File: src/rtl/multi_clock_gen.sv
// Multi-channel programmable clock generator: each channel divides clk by a
// configurable period with programmable high time and start delay.
module multi_clock_gen #(
    parameter int NUM_CH = 4,
    parameter int CNT_W  = 16,
    parameter int CH_W   = 2
) (
    input  logic              clk,
    input  logic              rst_n,
    input  logic [NUM_CH-1:0] enable,
    input  logic              cfg_we,
    input  logic [CH_W-1:0]   cfg_sel,
    input  logic [CNT_W-1:0]  cfg_period,
    input  logic [CNT_W-1:0]  cfg_high,
    input  logic [CNT_W-1:0]  cfg_phase,
    output logic [NUM_CH-1:0] clock,
    output logic [NUM_CH-1:0] running,
    output logic              cfg_err
);

    typedef enum logic [1:0] {IDLE, DELAY, RUN, DRAIN} state_t;

    logic cfg_ok;

    assign cfg_ok = cfg_we && (cfg_period != '0) && (int'(cfg_sel) < NUM_CH);

    always_ff @(posedge clk or negedge rst_n) begin
        if (!rst_n) begin
            cfg_err <= 1'b0;
        end else begin
            cfg_err <= cfg_we && !cfg_ok;
        end
    end

    for (genvar i = 0; i < NUM_CH; i++) begin : g_ch
        state_t           state, state_nx;
        logic [CNT_W-1:0] cnt, cnt_nx;
        logic [CNT_W-1:0] pend_p, pend_h, pend_d;
        logic [CNT_W-1:0] act_p, act_h, act_d;
        logic [CNT_W-1:0] eff_p, eff_h, eff_d;
        logic             active_run, wrap, load, clk_q, run_q;

        assign load       = cfg_ok && (cfg_sel == CH_W'(i));
        assign active_run = (state == RUN) || (state == DRAIN);
        assign wrap       = active_run && (cnt == act_p - CNT_W'(1));

        // Config only changes while idle or on the wrap edge, so a period is never cut short.
        always_comb begin
            eff_p    = act_p;
            eff_h    = act_h;
            eff_d    = act_d;
            state_nx = state;
            cnt_nx   = cnt;
            if (state == IDLE || wrap) begin
                eff_p = pend_p;
                eff_h = pend_h;
                eff_d = pend_d;
            end
            case (state)
                IDLE: begin
                    if (enable[i]) begin
                        if (eff_d != '0) begin
                            state_nx = DELAY;
                            cnt_nx   = CNT_W'(1);
                        end else begin
                            state_nx = RUN;
                            cnt_nx   = '0;
                        end
                    end
                end
                DELAY: begin
                    if (!enable[i]) begin
                        state_nx = IDLE;
                        cnt_nx   = '0;
                    end else if (cnt >= act_d) begin
                        state_nx = RUN;
                        cnt_nx   = '0;
                    end else begin
                        cnt_nx = cnt + CNT_W'(1);
                    end
                end
                RUN: begin
                    cnt_nx = wrap ? '0 : cnt + CNT_W'(1);
                    if (!enable[i]) begin
                        state_nx = wrap ? IDLE : DRAIN;
                    end
                end
                DRAIN: begin
                    cnt_nx = wrap ? '0 : cnt + CNT_W'(1);
                    if (enable[i]) begin
                        state_nx = RUN;
                    end else if (wrap) begin
                        state_nx = IDLE;
                    end
                end
                default: begin
                    state_nx = IDLE;
                    cnt_nx   = '0;
                end
            endcase
        end

        always_ff @(posedge clk or negedge rst_n) begin
            if (!rst_n) begin
                state  <= IDLE;
                cnt    <= '0;
                clk_q  <= 1'b0;
                run_q  <= 1'b0;
                pend_p <= CNT_W'(2);
                pend_h <= CNT_W'(1);
                pend_d <= '0;
                act_p  <= CNT_W'(2);
                act_h  <= CNT_W'(1);
                act_d  <= '0;
            end else begin
                state <= state_nx;
                cnt   <= cnt_nx;
                act_p <= eff_p;
                act_h <= eff_h;
                act_d <= eff_d;
                // Outputs lag the counter by one cycle so clock is a clean register.
                clk_q <= active_run && (cnt < act_h);
                run_q <= (state != IDLE);
                if (load) begin
                    pend_p <= cfg_period;
                    pend_h <= cfg_high;
                    pend_d <= cfg_phase;
                end
            end
        end

        assign clock[i]   = clk_q;
        assign running[i] = run_q;
    end

endmodule
File: config.mk
export PLATFORM = sky130hd
export DESIGN_NAME = multi_clock_gen
export DESIGN_NICKNAME = d
export VERILOG_FILES = /design/src/rtl/multi_clock_gen.sv
export SDC_FILE = /design/constraint.sdc
export NUM_CORES = 1
export LEC_CHECK = 0
export BUFFER_PORTS_ARGS = -buffer_cell sky130_fd_sc_hd__buf_4
export CAP_MARGIN = 10
export CORE_MARGIN = 3
export CORE_UTILIZATION = 45
export CTS_BUF_LIST = sky130_fd_sc_hd__clkbuf_8
export DETAILED_ROUTE_END_ITERATION = 12
export SYNTH_ARGS = -nofsm -noshare
export SYNTH_HDL_FRONTEND = slang
export SYNTH_SLANG_ARGS = --single-unit
export TNS_END_PERCENT = 10
File: constraint.sdc
create_clock -name clk -period 8 [get_ports clk]
set_input_delay 2.4 -clock clk [delete_from_list [all_inputs] [get_ports clk]]
set_output_delay 2.4 -clock clk [all_outputs]
set_load 0.02 [all_outputs]
==> impl_metrics.ini, run 1 <==
[synthesis]
synthDominantCellAreaShare_pct = 46.8
netlist_area_um2 = 24000
ys_warn_count = 0
synth_top_area_cell = dfrtp_1
postSynthNetCount = 2295
ys_ff_latch = 465
netlist_instances = 2106
synth.yosys.seq_area_share_pct = 48.6
synth_area_per_cell_um2 = 11.4
synthArstFlopShare_pct = 100
synth_flop_cell = dfrtp_1
yosysUniqueCellTypes = 80
synth-edff-count = 0
synthTopCellsByArea = dfrtp_1 47%, mux2_2 18%, ha_1 6.9%, inv_1 2.5%, nand2_1 2.1%

[critical_path]
start_kind = input pin
cp_common_cell = buf_4
critPathKind = input pin to flip-flop
cp.arrival_ns = 4.64
rr_endpoint = g_ch[2].cnt[3]
path_max_fanout = 36
slowest_delay_ns = 0.74
end_kind = flip-flop
slowest_stage = nor3_2
reg2reg_depth = 11
r2r-start = g_ch[2].act_p[0]
cp_cell_sequence = buf_4 > nor4_1 > nand4_1 > nand2_1 > nor3_2 > buf_4 > mux2_2
reg2reg_slack_ns = 3.92
cp_data_required_time_ns = 8.51

[drt]
drt_first_pass_iters = 5
wl_per_cell_um = 21.4
viasPerCell = 5.65
drt_iter0_drc = 975
ant_nets = 0
route.detailed.drc = 0
routed_wl_um = 62900
dr_total_vias = 16600

[floorplan]
die-area_um2 = 56100
fp.dieH_um = 237
rows = 84
core_um2 = 52700
die_w_um = 237
ioPinCount = 66
start_util_pct = 45.6

[timing]
tns_ns = 0
finalCriticalPeriod_ns = 4.13
hold_viol = 0
whs_ns = 0.487
relSlewSlack_pct = 19.8
worst_slew_pin_slew_ns = 1.20
setup_violations = 0
fmax_mhz = 242
maxSlewViolCount = 0
rsz0062_at_grt = false
fin_crit_sh_pct = 51.6
finClkSkew_ns = 0.0368

[run]
maxCapViolations = 0

[grt]
grt_start_max_net_pins = 140
grt_antenna_before_repair = 3
grt_pass1_vias = 16900
grt.total_usage_pct = 22.6
grt_overflow_total = 0
grt_pass1_wl_um = 99100

[cells_and_area]
area_growth_pct = 12.4
layout.nets = 2371
multi_input_area_um2 = 11400
final_layout_size_suffix_gt1_share_pct = 28.3
fill_cells = 4652
seqCellArea_um2 = 11700
num_antenna_cells = 0

[power]
seqPwrFrac_pct = 43.2
power.switching_mw = 2.63
powerDensity_nw_per_um2 = 297
leakage_nw = 12.5
clock_power_share_pct = 29.8
p_comb_share_pct = 27.0
netSwitchingFraction_pct = 32.8
p_int_mw = 5.38
total_power_mw = 8.00
ir_drop_mv = 0.169

[clock_tree]
htreeDepth = 3
clkLatencyLatePin_ns = 0.67
post_cts_resized = 0
numCtsBuffers = 84
clkSinkCount = 465
postCtsSetupRepairBufs = 0
cts_hold_buf = 0
cts_tree = built
cts-root-buf = clkbuf_8
cts_max_path_buffers = 3
clk_pin_slew_worst_paths_ns = 0.06

[status]
status = completed

[place]
port_buffers = 65
place.gp.congestion = 0.827
post-dp-hpwl_um = 43900

[worst_hold_path]
hold_depth = 1
worstHoldPathType = flip-flop to flip-flop
holdPathEnd = g_ch[0].act_h[13]
worstHoldStart = g_ch[0].pend_h[13]
power by group through the flow:
stage	clock network, mW	logic, mW	registers, mW
global route	2.55	2.45	3.53
CTS	2.45	2.18	3.46
global placement	0	2.08	3.48
floorplan	0	1.78	3.21
finish	2.38	2.16	3.46
detailed placement	0	2.16	3.50
kinds of logic after synthesis:
family | share of synthesized area, %
simple gates | 10.5
compound gates | 7.89
buf+inv | 4.26
xor+xnor | 3.10
flops | 48.6
mux | 18.8
fa+ha+maj | 6.88
synthesized netlist by cell type (all sizes together) (22+ instances only):
master / instances
nand2: 137
a31oi: 22
nor2b: 26
inv: 161
nor4: 37
xnor2: 54
nand4: 22
xor2: 31
nor2: 80
o21ai: 64
o211ai: 34
clkbuf: 55
nand3: 31
dfrtp: 449
mux2: 387
a21oi: 53
ha: 132
a21o: 38
nor3: 43
buf: 38
worst max-delay path, delay by kind of cell:
kind,cells,cell delay [ns]
buffers and inverters,2,0.73
muxes,1,0.39
and+or+nand+nor,4,1.06
through the flow:
step / utilization (%) / instances / worst slack (ns) / cell area [µm²]
4_1_cts: 51.2 / 2936 / 3.90 / 27000
2_1_floorplan: - / 2106 / 3.77 / 24000
6_report: 51.2 / 2937 / 3.87 / 27000
3_5_place_dp: 47.8 / 2783 / 3.21 / 25200
3_3_place_gp: 47.8 / 2783 / 3.24 / 25200
5_1_grt: 51.2 / 2937 / 3.69 / 27000
per-layer routing:
layer | track usage (%) | vias to the layer above | wire [µm]
met5 | 0 | - | 0
met4 | 6.91 | 0 | 1580
met3 | 4.11 | 109 | 2780
met2 | 36.8 | 315 | 30000
met1 | 30.8 | 8502 | 28500
li1 | - | 7674 | -
worst max-delay path by stage:
stage | from | end | slack [ns] | depth (start not counted)
floorplan | cfg_period[10] | g_ch[1].pend_h[10] | 3.77 | 8
global placement | cfg_period[1] | g_ch[1].pend_h[1] | 3.24 | 7
detailed placement | cfg_period[2] | g_ch[0].pend_d[11] | 3.21 | 7
CTS | g_ch[2].act_p[0] | g_ch[2].cnt[3] | 3.90 | 11
global route | cfg_period[10] | g_ch[1].pend_d[7] | 3.69 | 7
finish | cfg_period[2] | g_ch[0].pend_h[9] | 3.87 | 7
cells in the final DEF, fill, tap and decap left out, types with 12 or more instances in the layout:
cell type  instances
dfrtp_1          449
mux2_2           385
inv_1            185
nand2_1          135
ha_1             132
clkbuf_8         102
nor2_1            80
buf_4             80
o21ai_0           64
xnor2_1           54
a21oi_1           52
nor3_1            41
a21o_1            38
nor4_1            36
o211ai_1          34
xor2_1            31
nand3_1           31
nor2b_1           26
nand4_1           22
a31oi_1           20
and3_1            17
nand2b_1          17
or3_1             16
dfstp_2           16
mux2i_1           15
clkinv_2          15
or4_1             12
o22ai_1           12
sequential cells by signal (all words and copies together) (netlist names):
name / cells
cfg_err: 1
g_ch.act_d: 64
g_ch.act_h: 64
g_ch.act_p: 64
g_ch.clk_q: 4
g_ch.cnt: 64
g_ch.pend_d: 64
g_ch.pend_h: 64
g_ch.pend_p: 64
g_ch.run_q: 4
g_ch.state: 8
area by class of cell:
class                   count  area share [%]
repair buffers             83            2.43
well taps                 688            3.19
flip-flops and latches    465            43.2
clock inverters            51            1.46
inverters                 161            2.24
clock buffers             102            5.21
multi-input cells        1387            42.3
Power figures use the tool's default switching activity.
==> run 2, diff against run 1 <==
Clock period 8 ns to 4.3 ns, I/O delays scaled along.
==> run 2 against run 1 <==
Non-clock buffer count rose by 14. Combinational power increased by 91%. Register-to-register slack worse by 3.4 ns. Clock skew down 0.0096 ns. Critical path depth increased by 4. Worst setup slack worse by 3.3 ns. Die area unchanged. Clock power increased by 70%. Hold slack improved by 0.0081 ns. First-iteration DRC count rose by 6.7%. Cell count is 0.44% higher. Sequential cell count did not move. Highest routed layer unchanged.
==> impl_metrics.ini, run 2 (same netlist as run 1, synthesis figures left out) <==
[status]
status = completed

[timing]
setup_violations = 0
relSlewSlack_pct = 17.4
finClkSkew_ns = 0.0272
fin_crit_sh_pct = 87.8
tns_ns = 0
hold_viol = 0
finalCriticalPeriod_ns = 3.78
fmax_mhz = 265
worst_slew_pin_slew_ns = 1.23
rsz0062_at_grt = false
maxSlewViolCount = 0

[floorplan]
core_um2 = 52700
die-area_um2 = 56100
ioPinCount = 66
start_util_pct = 45.6
fp.dieH_um = 237
rows = 84
die_w_um = 237

[grt]
grt_pass1_wl_um = 97400
grt_use_met1_pct = 30.3
grt.total_usage_pct = 22.4
grt.met3_usage_pct = 3.42
grt_overflow_total = 0
grt_pass1_vias = 17000
gr-usage-met2_pct = 36.5
busiest_layer = met2
grt_antenna_before_repair = 6
grt_start_max_net_pins = 104

[clock_tree]
clkSinkCount = 465
post_cts_resized = 0
htreeDepth = 3
postCtsSetupRepairBufs = 0
clk_pin_slew_worst_paths_ns = 0.06
numCtsBuffers = 81
clkLatencyLatePin_ns = 0.65
cts_hold_buf = 0
cts-root-buf = clkbuf_8
cts_max_path_buffers = 3
cts_tree = built

[critical_path]
reg2reg_slack_ns = 0.52
slowest_delay_ns = 0.62
reg2reg_depth = 11
cp.arrival_ns = 4.31
critPathKind = flip-flop to flip-flop
crit_start = g_ch[2].act_p[0]
start_kind = flip-flop
worst-path-buf-inv = 2
rr_endpoint = g_ch[2].state[0]
path_max_fanout = 8
r2r-start = g_ch[2].act_p[0]
cp_cell_sequence = inv_1 > ha_1 > or4b_1 > or4_1 > xnor2_1 > or4_1 > o41ai_4 > buf_4 > a221o_1 > a21oi_1 > or3_1
cp_common_cell = or4_1
cp_data_required_time_ns = 4.83
critPathTopFamily = simple AND/OR/NAND/NOR gates
end_kind = flip-flop
slowest_stage = or4_1

[drt]
drt_first_pass_iters = 6
ant_nets = 0
drt_iter0_drc = 1040
routed_wl_um = 62100
viasPerCell = 5.63
dr_total_vias = 16600
route.detailed.drc = 0
wl_per_cell_um = 21.1

[cells_and_area]
area_growth_pct = 12.5
layout.nets = 2382
final_util_pct = 51.3
final_common_cell = dfrtp_1
final_cell_mix = 449 x dfrtp_1, 385 x mux2_2, 191 x inv_1, 135 x nand2_1, 132 x ha_1
final_layout_size_suffix_gt1_share_pct = 28.4

[power]
leakage_nw = 12.5
ir_drop_mv = 0.305
powerDensity_nw_per_um2 = 536

[worst_hold_path]
hold_depth = 1
holdPathEnd = g_ch[1].act_p[12]
worstHoldStart = g_ch[1].pend_p[12]
worstHoldPathType = flip-flop to flip-flop

[run]
maxCapViolations = 0

[place]
place.gp.congestion = 0.846
port_buffers = 65
post-dp-hpwl_um = 42300
-- run 2: power breakdown --
| group | total (mW) | switching (mW) | internal [mW] |
|---|---|---|---|
| sequential | 6.30 | 0.908 | 5.39 |
| combinational | 4.12 | 2.00 | 2.13 |
| clock | 4.04 | 1.88 | 2.16 |
| total | 14.5 | 4.78 | 9.68 |
-- run 2: worst max-delay path by stage --
stage	endpoint	slack [ns]	cells after the start
6_report	g_ch[2].state[0]	0.52	11
5_1_grt	g_ch[2].act_d[0]	0.29	10
4_1_cts	g_ch[2].act_d[0]	0.54	10
2_1_floorplan	g_ch[2].state[0]	0.74	10
3_5_place_dp	g_ch[2].state[0]	0.54	11
3_3_place_gp	g_ch[2].state[0]	0.61	11
-- run 2: layer usage --
metal,up-vias,share of wire (%),wire (µm)
li1,7708,-,-
met1,8433,45,27900
met2,352,47,29400
met3,112,4.8,2990
met4,0,3.0,1870
met5,-,0,0
-- run 2: stage by stage --
| step | setup WS (ns) | total power, mW | hold WS (ns) | area [µm²] | std cells |
|---|---|---|---|---|---|
| 2_1_floorplan | 0.739 | 9.27 | 0.452 | 24000 | 2106 |
| 3_3_place_gp | 0.608 | 10.3 | 0.463 | 25400 | 2798 |
| 3_5_place_dp | 0.541 | 10.5 | 0.488 | 25400 | 2798 |
| 4_1_cts | 0.535 | 14.6 | 0.502 | 27000 | 2947 |
| 5_1_grt | 0.294 | 15.5 | 0.510 | 27000 | 2947 |
| 6_report | 0.524 | 14.5 | 0.495 | 27000 | 2950 |
-- run 2: final cells by class --
class	count	area, µm²
flip-flops and latches	465	11700
clock buffers	96	1320
well taps	688	861
fillers	4666	25700
inverters	161	604
repair buffers	97	848
multi-input cells	1387	11400
diodes	3	7.51
clock inverters	53	297
==> run 3, diff against run 2 <==
Settings changed: CELL_PAD_IN_SITES_DETAIL_PLACEMENT from default to 0, CELL_PAD_IN_SITES_GLOBAL_PLACEMENT from default to 2, PLACE_DENSITY_LB_ADDON from default to 0.1.
==> run 3 against run 2 <==
Cell count increased by 0.14%. Sequential power grew 1%. Wire length rose by 4.5%. Clock skew rose by 0.0038 ns. Critical endpoint unchanged. Largest power group unchanged.
==> impl_metrics.ini, run 3 (same netlist as run 1, synthesis figures left out) <==
[power]
clock_power_share_pct = 28.0
powerDensity_nw_per_um2 = 537
power.switching_mw = 4.81
netSwitchingFraction_pct = 33.1
ir_drop_mv = 0.286
p_int_mw = 9.70
leakage_nw = 12.5
seqPwrFrac_pct = 43.8
p_comb_share_pct = 28.2
total_power_mw = 14.5

[clock_tree]
clkSinkCount = 465
htreeDepth = 3
cts-root-buf = clkbuf_8
cts_hold_buf = 0
cts_tree = built
clkLatencyLatePin_ns = 0.66
cts_max_path_buffers = 3
post_cts_resized = 0
postCtsSetupRepairBufs = 0
numCtsBuffers = 83
clk_pin_slew_worst_paths_ns = 0.06

[drt]
route.detailed.drc = 0
dr_total_vias = 16600
routed_wl_um = 64900
ant_nets = 0
drt_first_pass_iters = 5
drt_iter0_drc = 1089
wl_per_cell_um = 22.0
viasPerCell = 5.60

[critical_path]
rr_endpoint = g_ch[2].state[0]
cp_common_cell = or4_1
crit_start = g_ch[2].act_p[0]
r2r-start = g_ch[2].act_p[0]
path_max_fanout = 8
end_kind = flip-flop
slowest_stage = or4_1
critPathTopFamily = simple AND/OR/NAND/NOR gates
slowest_delay_ns = 0.65
cp_data_required_time_ns = 4.83
cp_cell_sequence = inv_1 > ha_1 > or4b_1 > or4_1 > xnor2_1 > or4_1 > o41ai_4 > buf_4 > a221o_1 > a21oi_1 > or3_1
cp.arrival_ns = 4.33
reg2reg_depth = 11
reg2reg_slack_ns = 0.50
start_kind = flip-flop
critPathKind = flip-flop to flip-flop
worst-path-buf-inv = 2

[grt]
grt_antenna_before_repair = 17
grt_pass1_vias = 16800
grt_overflow_total = 0
grt.total_usage_pct = 23.5
grt_pass1_wl_um = 101000
grt_start_max_net_pins = 96

[timing]
relSlewSlack_pct = 22.6
hold_viol = 0
maxSlewViolCount = 0
setup_violations = 0
tns_ns = 0
rsz0062_at_grt = false
worst_slew_pin_slew_ns = 1.16
finClkSkew_ns = 0.0310
finalCriticalPeriod_ns = 3.80
fin_crit_sh_pct = 88.5
fmax_mhz = 263

[place]
place_inst = 2801
port_buffers = 65
post-dp-hpwl_um = 44300
post_dp_cell_area_um2 = 25400
place.gp.congestion = 0.797

[cells_and_area]
area_growth_pct = 12.5
final_common_cell = dfrtp_1
final_layout_size_suffix_gt1_share_pct = 28.4
stdcell_area_um2 = 27000
fin_cells = 2954
layout.nets = 2388
final_cell_mix = 449 x dfrtp_1, 385 x mux2_2, 192 x inv_1, 135 x nand2_1, 132 x ha_1

[floorplan]
rows = 84
ioPinCount = 66
core_um2 = 52700
start_util_pct = 45.6
die_w_um = 237
die-area_um2 = 56100
fp.dieH_um = 237

[run]
maxCapViolations = 0

[worst_hold_path]
holdPathEnd = g_ch[3].act_h[1]
worstHoldPathType = flip-flop to flip-flop
worstHoldStart = g_ch[3].pend_h[1]
hold_depth = 1

[status]
status = completed
[run 3: changes by cell type in the layout (fill, tap and decap cells not counted)]
cell and change:
clkbuf_8 +10, inv_1 +1, clkinvlp_4 +1, clkinv_2 -8, inv_6 -2, buf_4 +7
bufinv_16 -2, inv_8 -1, buf_12 -3, diode_2 +1
[run 3: area by class of cell]
class                           count  area (µm²)
Antenna cell                        4        10.0
Timing Repair Buffer              101         841
Sequential cell                   465       11700
Tap cell                          688         861
Multi-Input combinational cell   1387       11400
Clock inverter                     42         179
Fill cell                        4682       25600
Inverter                          161         604
Clock buffer                      106        1460
[run 3: worst max path at each step]
stage                        to  slack [ns]  cells after the start
2_1_floorplan  g_ch[2].state[0]        0.74                     10
3_5_place_dp   g_ch[2].state[0]        0.52                     11
4_1_cts        g_ch[2].state[0]        0.51                     11
3_3_place_gp   g_ch[2].state[0]        0.55                     11
5_1_grt        g_ch[2].state[0]        0.31                     11
6_report       g_ch[2].state[0]        0.50                     11
[run 3: layer usage]
layer	vias up	share of wire, %	track usage [%]	routed length [µm]
li1	7714	-	-	-
met1	8356	46	33.4	30000
met2	373	45	36.5	29200
met3	112	5.7	4.45	3700
met4	2	3.0	7.55	1960
met5	-	0.026	0	17
[run 3: worst reg2reg max path: stages (launching register included)]
cell and delay, ns:
dfrtp_1 0.43, inv_1 0.09, ha_1 0.23, or4b_1 0.52, or4_1 0.44, xnor2_1 0.14, or4_1 0.65, o41ai_4 0.40
buf_4 0.22, a221o_1 0.15, a21oi_1 0.08, or3_1 0.34
[run 3: metrics by stage]
step                      worst slack [ns]  hold WS, ns  util [%]
after floorplan                      0.739        0.452         -
after global placement               0.553        0.463      48.1
after detailed placement             0.515        0.475      48.1
after CTS                            0.506        0.488      51.3
after global routing                 0.311        0.511      51.3
final                                0.496        0.487      51.3
[run 3: power groups by stage]
stage          combinational (mW)  sequential, mW  clock [mW]
2_1_floorplan                3.30            5.97           0
5_1_grt                      4.62            6.51        4.38
3_5_place_dp                 4.10            6.44           0
3_3_place_gp                 4.00            6.40           0
6_report                     4.09            6.36        4.06
4_1_cts                      4.14            6.37        4.19
